File: src/rtl/vga_sync_receiver.sv
`default_nettype none
// ============================================================================
//  Module      : vga_sync_receiver
//  Description : Samples VGA h_sync/v_sync/rgb on the pixel strobe, recovers
//                pixel coordinates, checks line/frame timing, reports lock.
//  Revision    : 1.0 - initial release
// ============================================================================
module vga_sync_receiver #(
    parameter int H_ACTIVE    = 640,
    parameter int H_FP        = 16,
    parameter int H_SYNC      = 96,
    parameter int H_BP        = 48,
    parameter int V_ACTIVE    = 480,
    parameter int V_FP        = 10,
    parameter int V_SYNC      = 2,
    parameter int V_BP        = 33,
    parameter bit SYNC_ACTIVE = 1'b0,
    parameter int LOCK_FRAMES = 2
) (
    input  logic        clk,
    input  logic        reset,
    input  logic        pix_en,
    input  logic        h_sync,
    input  logic        v_sync,
    input  logic [11:0] rgb_in,
    output logic [9:0]  pix_x,
    output logic [9:0]  pix_y,
    output logic [11:0] pix_rgb,
    output logic        pix_valid,
    output logic        frame_start,
    output logic        locked,
    output logic        err_h,
    output logic        err_v,
    output logic [7:0]  err_count
);

    localparam int H_TOTAL = H_ACTIVE + H_FP + H_SYNC + H_BP;
    localparam int V_TOTAL = V_ACTIVE + V_FP + V_SYNC + V_BP;
    localparam int H_START = H_SYNC + H_BP;
    localparam int V_START = V_SYNC + V_BP;
    localparam int H_TMO   = 2 * H_TOTAL - 1;
    localparam int TMO_W   = $clog2(H_TMO + 1);

    localparam logic [9:0]       CNT_MAX   = 10'h3FF;
    localparam logic [9:0]       H_LAST    = 10'(H_TOTAL - 1);
    localparam logic [9:0]       V_LAST    = 10'(V_TOTAL - 1);
    localparam logic [9:0]       H_SYNC_W  = 10'(H_SYNC);
    localparam logic [9:0]       V_SYNC_W  = 10'(V_SYNC);
    localparam logic [9:0]       H_BEGIN   = 10'(H_START);
    localparam logic [9:0]       H_END     = 10'(H_START + H_ACTIVE);
    localparam logic [9:0]       V_BEGIN   = 10'(V_START);
    localparam logic [9:0]       V_END     = 10'(V_START + V_ACTIVE);
    localparam logic [TMO_W-1:0] TMO_LAST  = TMO_W'(H_TMO);
    localparam logic [TMO_W-1:0] TMO_PRE   = TMO_W'(H_TMO - 1);
    localparam logic [3:0]       GOOD_LAST = 4'(LOCK_FRAMES - 1);

    localparam logic [1:0] ST_UNLOCKED = 2'd0;
    localparam logic [1:0] ST_TRACK    = 2'd1;
    localparam logic [1:0] ST_LOCKED   = 2'd2;

    logic [9:0]       h_cnt;
    logic [9:0]       v_cnt;
    logic [TMO_W-1:0] tmo_cnt;
    logic             h_prev;
    logic             v_prev;
    logic             h_seen;
    logic             v_seen;
    logic             v_pend;
    logic [1:0]       state;
    logic [1:0]       next_state;
    logic [3:0]       good_cnt;
    logic [3:0]       next_good;
    logic             is_locked;

    logic             s_h;
    logic             s_v;
    logic             h_lead;
    logic             h_trail;
    logic             v_lead;
    logic             v_trail;
    logic [9:0]       h_cur;
    logic [9:0]       v_inc;
    logic [9:0]       v_cur;
    logic [TMO_W-1:0] tmo_cur;
    logic             v_restart;
    logic             h_len_bad;
    logic             h_wid_bad;
    logic             h_tmo;
    logic             v_len_bad;
    logic             v_wid_bad;
    logic             v_mis;
    logic             h_err_now;
    logic             v_err_now;
    logic             err_any;
    logic             frame_edge;
    logic             active;
    logic             valid_now;

    assign s_h     = (h_sync == SYNC_ACTIVE);
    assign s_v     = (v_sync == SYNC_ACTIVE);
    assign h_lead  = s_h & ~h_prev;
    assign h_trail = ~s_h & h_prev;
    assign v_lead  = s_v & ~v_prev;
    assign v_trail = ~s_v & v_prev;

    // Count values belonging to the pixel being sampled right now
    assign h_cur     = h_lead ? 10'd0 : ((h_cnt == CNT_MAX) ? h_cnt : h_cnt + 10'd1);
    assign tmo_cur   = h_lead ? '0 : ((tmo_cnt == TMO_LAST) ? tmo_cnt : tmo_cnt + 1'b1);
    assign v_restart = h_lead & (v_lead | v_pend);
    assign v_inc     = (v_cnt == CNT_MAX) ? v_cnt : v_cnt + 10'd1;
    assign v_cur     = h_lead ? (v_restart ? 10'd0 : v_inc) : v_cnt;

    assign h_len_bad = h_lead & h_seen & (h_cnt != H_LAST);
    assign h_wid_bad = h_trail & (h_cur != H_SYNC_W);
    assign h_tmo     = ~h_lead & (tmo_cnt == TMO_PRE);
    // A vsync edge off the hsync edge is reported once here; the length check
    // only applies to edges aligned with a line start.
    assign v_len_bad = v_lead & h_lead & v_seen & (v_cnt != V_LAST);
    assign v_wid_bad = v_trail & (v_cur != V_SYNC_W);
    assign v_mis     = v_lead & ~h_lead;

    assign h_err_now  = pix_en & (h_len_bad | h_wid_bad | h_tmo);
    assign v_err_now  = pix_en & (v_len_bad | v_wid_bad | v_mis);
    assign err_any    = h_err_now | v_err_now;
    assign frame_edge = pix_en & v_lead;

    assign active = (h_cur >= H_BEGIN) & (h_cur < H_END) &
                    (v_cur >= V_BEGIN) & (v_cur < V_END);
    assign valid_now = pix_en & active & locked;

    always_ff @(posedge clk or negedge reset) begin
        if (!reset) begin
            h_cnt   <= '0;
            v_cnt   <= '0;
            tmo_cnt <= '0;
            h_prev  <= 1'b0;
            v_prev  <= 1'b0;
            h_seen  <= 1'b0;
            v_seen  <= 1'b0;
            v_pend  <= 1'b0;
        end else if (pix_en) begin
            h_prev  <= s_h;
            v_prev  <= s_v;
            h_cnt   <= h_cur;
            v_cnt   <= v_cur;
            tmo_cnt <= tmo_cur;
            if (h_lead) begin
                h_seen <= 1'b1;
            end
            if (v_lead) begin
                v_seen <= 1'b1;
            end
            if (v_lead & ~h_lead) begin
                v_pend <= 1'b1;
            end else if (h_lead) begin
                v_pend <= 1'b0;
            end
        end
    end

    always_ff @(posedge clk or negedge reset) begin
        if (!reset) begin
            state    <= ST_UNLOCKED;
            good_cnt <= '0;
        end else begin
            state    <= next_state;
            good_cnt <= next_good;
        end
    end

    always_comb begin
        next_state = state;
        next_good  = good_cnt;
        case (state)
            ST_UNLOCKED: begin
                if (frame_edge & ~err_any) begin
                    next_state = ST_TRACK;
                    next_good  = '0;
                end
            end
            ST_TRACK: begin
                if (err_any) begin
                    next_state = ST_UNLOCKED;
                    next_good  = '0;
                end else if (frame_edge) begin
                    if (good_cnt == GOOD_LAST) begin
                        next_state = ST_LOCKED;
                    end
                    next_good = good_cnt + 4'd1;
                end
            end
            ST_LOCKED: begin
                if (err_any) begin
                    next_state = ST_UNLOCKED;
                    next_good  = '0;
                end
            end
            default: begin
                next_state = ST_UNLOCKED;
                next_good  = '0;
            end
        endcase
    end

    always_comb begin
        is_locked = (state == ST_LOCKED);
    end

    always_ff @(posedge clk or negedge reset) begin
        if (!reset) begin
            pix_x       <= '0;
            pix_y       <= '0;
            pix_rgb     <= '0;
            pix_valid   <= 1'b0;
            frame_start <= 1'b0;
            locked      <= 1'b0;
            err_h       <= 1'b0;
            err_v       <= 1'b0;
            err_count   <= '0;
        end else begin
            pix_valid   <= valid_now;
            frame_start <= frame_edge;
            err_h       <= h_err_now;
            err_v       <= v_err_now;
            locked      <= is_locked;
            if (valid_now) begin
                pix_x   <= h_cur - H_BEGIN;
                pix_y   <= v_cur - V_BEGIN;
                pix_rgb <= rgb_in;
            end
            if (err_any && (err_count != 8'hFF)) begin
                err_count <= err_count + 8'd1;
            end
        end
    end

endmodule
`default_nettype wire

File: config.mk
export PLATFORM = sky130hd
export DESIGN_NAME = vga_sync_receiver
export DESIGN_NICKNAME = d
export VERILOG_FILES = /design/src/rtl/vga_sync_receiver.sv
export SDC_FILE = /design/constraint.sdc
export NUM_CORES = 1
export LEC_CHECK = 0
export BUFFER_PORTS_ARGS = -buffer_cell sky130_fd_sc_hd__buf_2
export CORE_MARGIN = 1.5
export CORE_UTILIZATION = 50
export CTS_CLUSTER_DIAMETER = 200
export DETAILED_ROUTE_END_ITERATION = 16
export PLACE_DENSITY = 0.7
export SYNTH_ARGS = -nofsm -noshare
export SYNTH_HDL_FRONTEND = slang
export SYNTH_SLANG_ARGS = --single-unit
File: constraint.sdc
create_clock -name clk -period 5.3 [get_ports clk]
set_input_delay 1.06 -clock clk [delete_from_list [all_inputs] [get_ports clk]]
set_output_delay 1.06 -clock clk [all_outputs]
set_load 0.01 [all_outputs]
# Word-level counts from Yosys, hierarchy flattened
# Index checks and enable logic that the tools add are counted.
# classes
muxes,20
order_cmp,4
n_eq_ne,17
n_addsub,7
reduce_logical,9
n_bitwise,35
# op_table
cell,n
2-to-1 mux 10 bit,5
AND 1 bit,23
equality test 11 bit (second input constant),2
2-to-1 mux 11 bit,2
adder 10 x 1 -> 10 bit (second input constant),2
equality test 10 bit (second input constant),2
less-than comparator 10 bit (second input constant),2
!= test 10 bit (second input constant),2
2-to-1 mux 4 bit,4
case mux 4 bit (3 select lines),1
adder 11 x 1 -> 11 bit (second input constant),1
>= comparator 10 x 6 -> 1 bit (second input constant),1
>= comparator 10 x 8 -> 1 bit (second input constant),1
2-to-1 mux 2 bit,5
!= test 10 x 2 -> 1 bit (second input constant),1
!= test 10 x 7 -> 1 bit (second input constant),1
subtractor 10 x 6 -> 10 bit (second input constant),1
subtractor 10 x 8 -> 10 bit (second input constant),1
adder 8 x 1 -> 8 bit (second input constant),1
!= test 8 bit (second input constant),1
AND reduction 2 bit,4
!= test 3 bit (second input constant),2
NOT 1 bit,6
bitwise OR 1 bit,6
13 further kinds,15
# totals
elab_cells,111
in_bits,17
out_inout_bits,45
reg_bits,87

# Longest topological paths before layout
# depth
depth_word,16
depth_mapped,16
mapped_depth_nobuf,13

# Worst setup path before layout
# No wires, ideal clock.
# synth_timing
kind,input -> register
start,in h_sync
end,reg good_cnt[0]
setup_slack_ns,1.312
setup_time_ns,0.131
path_buffers,3
required_ns,5.169
t_arrival_ns,3.856
stages,12
cell_sequence,nor2_1 > clkbuf_1 > clkbuf_1 > or3_1 > ha_1 > nand2_1 > or4_1 > o311a_1 > or2_1 > buf_6 > and3_1 > or3_1
# synth_between
elab_cells_between_ends,34
cone_classes,eq/ne: 5; mux: 5; bitwise: 23; reduce/logical: 1
# synth_rtl
item,line_no,source
"start, declared",23,"input logic h_sync,"
NOT 1 bit,99,assign s_h = (h_sync == SYNC_ACTIVE);
AND 1 bit,101,assign h_lead = s_h & ~h_prev;
2-to-1 mux 10 bit,107,assign h_cur = h_lead ? 10'd0 : ((h_cnt == CNT_MAX) ? h_cnt : h_cnt + 10'd1);
!= test 10 x 7 -> 1 bit,114,assign h_wid_bad = h_trail & (h_cur != H_SYNC_W);
AND 1 bit,114,
bitwise OR 1 bit,122,assign h_err_now = pix_en & (h_len_bad | h_wid_bad | h_tmo);
bitwise OR 1 bit (*),122,
AND 1 bit (*),122,
net h_err_now,92,logic h_err_now;
bitwise OR 1 bit (*),124,assign err_any = h_err_now | v_err_now;
NOT 1 bit,176,if (frame_edge & ~err_any) begin
AND 1 bit,176,
!= test 2 bit (no source line),n/a,
AND reduction 3 bit (no source line),n/a,
"end signal, assigned",167,good_cnt <= next_good;
"end, declared",71,logic [3:0] good_cnt;
# Mark *: on every way through the listed nets, which the timed path passes. The rest lies on a longest branch.
# A chain may end at the register's enable or synchronous reset.

# Final worst setup path
# layout_timing
start,reg h_cnt[0]
end,reg good_cnt[0]
# layout_between
elab_chain_len,13
elab_cells_between_ends,20
cone_classes,add/sub: 1; eq/ne: 6; mux: 4; bitwise: 8; reduce/logical: 1
# layout_lines
item,line_no,source
"start, declared",61,logic [9:0] h_cnt;
"start signal, assigned",144,h_cnt <= h_cur;
adder 10 x 1 -> 10 bit / equality test 10 bit (equally long branches),107,
2-to-1 mux 10 bit (*) (2 in series),107,
net h_cur[5],81,logic [9:0] h_cur;
!= test 10 x 7 -> 1 bit (*),114,
AND 1 bit (*),114,
bitwise OR 1 bit (*) (2 in series),122,
AND 1 bit (*),122,
net h_err_now,92,
bitwise OR 1 bit (*),124,
NOT 1 bit,176,
AND 1 bit,176,
!= test 2 bit (no source line),n/a,
AND reduction 3 bit (no source line),n/a,
# Marked as above.

==> impl_metrics.toml <==
[yosys]
synth.ff_latch_count = 87
synth_cells = 506
ys_seq_area_share_pct = 43.4
synth_edf_count = 0
synth-warning-count = 0
synth_area_per_cell_um2 = 9.91
synth_cell_type_count = 65
synthArstFlopShare_pct = 100
synth_nets = 536
netlist_area_um2 = 5010
synth_flop_cell = "dfrtp_1"

[worst_setup_path]
cpPeakStageDelay_ps = 500
path_cells = "ha_1 -> and2_1 -> a311oi_1 -> xnor2_1 -> or2_2 -> inv_1 -> ha_1 -> nand2_1 -> or4_1 -> o311a_1 -> or2_1 -> and3_1 -> or3_1"
worstPathMaxFanout = 18
cpMaxStageDelayCell = "or4_1"
crit_type = "register to register"
end_kind = "register"
crit_top_cell = "ha_1"
cp.required_ps = 5550
path_buf_inv = 1
worstPathArrival_ps = 4470
r2r_slack_ps = 1080
critical-path-top-delay-family = "simple AND/OR/NAND/NOR gates"
worstSetupStartpointType = "register"

[clocking]
holdBufCountCts = 0
root_buffer = "clkbuf_8"
clock-sinks = 87
cts_inserted_buffers = 9
cts_setup_buffers = 0
clk_pin_slew_ps = 90
h-tree-depth = 3
clockBufferDepth = 2
cts_tree = "done"
insertion_delay_ps = 370
cts_resized = 0

[floorplan]
core.rowCount = 36
die-height_um = 103
die_w_um = 103
io-pin-count = 62
die_area_um2 = 10600
start_util_pct = 51.5
core_area_um2 = 9730

[sta]
fin_skew_ps = 12.1
max_freq_mhz = 237
relSlewSlack_pct = 47.4
post-route-min-period_ps = 4220
hold_viol_final = 0
period_share_pct = 79.6
totalNegativeSetupSlack_ps = 0
tightest_slew_ps = 789
setup_violations = 0
rsz0062_at_grt = "no"
finalMaxSlewViolations = 0

[global_routing]
grt_max_degree = 65
antenna_found_initial = 0
first_global_vias = 3853
grt_first_pass_wirelength_mm = 17.7
overflow = 0
grt_usage_pct = 21.4

[detailed_routing]
viasPerCell = 5.75
firstDrtPassIters = 4
drt_iter0_drc = 196
via_count = 3992
drtAntennaViolNets = 0
drc = 0
wire_per_inst_um = 15.6
drt_wl_total_mm = 10.8

[finish]
drive_above_1_share_pct = 24.4
fill_cells = 876
diodes = 0
nets = 586
area_growth_pct = 12.2

[pwr]
peakVddDrop_v = 0.000202
power.density_nw_per_um2 = 307
p_total_w = 0.00173
leakagePower_nw = 2.74

[placed_design]
post-dp-hpwl_mm = 7.53
io_buffers = 61
gp_congestion = 0.863

[status]
status = "finished, final reports clean"

[run]
max_cap_violations = 0

[hold_path]
hold_path.class = "register to register"
logic make-up after synthesis:
family,Yosys count,synth area share (%)
flops,87,43.4
compound gates,99,14.0
xor+xnor,25,4.37
simple gates,181,18.9
mux,54,11.8
buf+inv,47,4.29
fa+ha+maj,13,3.24
worst register-to-register path, stage by stage, from the launching register on:
cell      delay [ps]
dfrtp_1          480
ha_1             280
and2_1           260
a311oi_1         380
xnor2_1          100
or2_2            320
inv_1            100
ha_1             150
nand2_1           40
or4_1            500
o311a_1          380
or2_1            470
and3_1           270
or3_1            360
cell usage in the layout, fill, tap and decap left out, types with 4 or more instances in the layout:
cell / instances
clkbuf_8: 9
nand2_1: 40
nor3_1: 12
xor2_1: 11
nand3_1: 25
buf_4: 5
a211oi_1: 4
or3_1: 5
o21ai_0: 19
buf_2: 60
a21o_1: 6
mux2i_1: 12
inv_1: 20
xnor2_1: 14
nor2b_1: 5
nand4_1: 9
a31oi_1: 6
a21oi_1: 29
and3_1: 13
mux2_2: 42
and2_1: 9
ha_1: 13
dfrtp_1: 87
nor2_1: 36
final cells by class:
type / count / area [µm²] / area share [%]
repair buffers: 66 / 358 / 6.36
inverters: 20 / 75.1 / 1.33
well taps: 133 / 166 / 2.96
multi-input cells: 372 / 2630 / 46.7
flip-flops and latches: 87 / 2180 / 38.7
clock buffers: 10 / 128 / 2.27
clock inverters: 6 / 92.6 / 1.65
cell usage after synthesis, drive strengths merged, types with 3 or more instances:
cell	n	area share (%)
a31oi	6	0.75
ha	13	3.2
a2111oi	3	1.3
nand4	9	1.1
and4	3	0.52
o31ai	3	0.55
a21oi	29	2.9
nand3	26	2.7
buf	18	2.1
a41oi	3	0.67
nor2	36	2.7
nand2b	3	0.37
nor3	12	1.2
clkbuf	9	0.67
inv	20	1.5
mux2	42	9.4
o21ai	20	2.1
or2	5	0.62
xnor2	14	2.4
nor2b	5	0.62
nand2	40	3.0
and2	9	1.1
and3	13	1.6
a21o	6	0.90
a211oi	4	0.60
xor2	11	1.9
dfrtp	87	43
o22ai	3	0.37
mux2i	12	2.4
or3	5	0.62
o41ai	3	0.52
registers in the layout, indices dropped and copies added (netlist names), 2 cells and up:
name,count
v_cnt,10
pix_y,10
h_cnt,10
tmo_cnt,11
state,2
err_count,8
pix_rgb,12
good_cnt,4
pix_x,10
final timing paths:
path	from	end	depth (start not counted)
max	h_cnt[0]$_DFFE_PN0P_	good_cnt[0]$_DFFE_PN0P_	13
min	v_seen$_DFFE_PN0P_	v_seen$_DFFE_PN0P_	2
max reg2reg	h_cnt[0]$_DFFE_PN0P_	good_cnt[0]$_DFFE_PN0P_	13
min reg2reg	v_seen$_DFFE_PN0P_	v_seen$_DFFE_PN0P_	2
max in group asynchronous	reset	h_cnt[6]$_DFFE_PN0P_	2
min in group asynchronous	reset	tmo_cnt[6]$_DFFE_PN0P_	1
through the flow:
stage	util, %	area, µm²	cells	setup WS, ps	hold WS [ps]
finish	57.8	5630	694	1080	463
global route	57.8	5630	694	856	496
CTS	57.8	5630	694	1130	468
detailed placement	55.6	5410	678	1060	441
global placement	55.6	5410	678	1150	432
floorplan	-	5010	506	1310	414
metal layers:
layer / routed length [µm] / track usage (%) / vias to the layer above
li1: - / - / 1917
met1: 4940 / 28.3 / 1957
met2: 5210 / 35.2 / 100
met3: 523 / 4.00 / 18
met4: 167 / 7.90 / 0
met5: 0 / 0 / -
where the power goes:
group | leakage, nW | internal (W) | switching [W]
clock | 0.104 | 0.000269 | 0.000255
combinational | 1.47 | 0.000166 | 0.000215
sequential | 1.16 | 0.000731 | 0.0000951
Power figures use the tool's default switching activity.
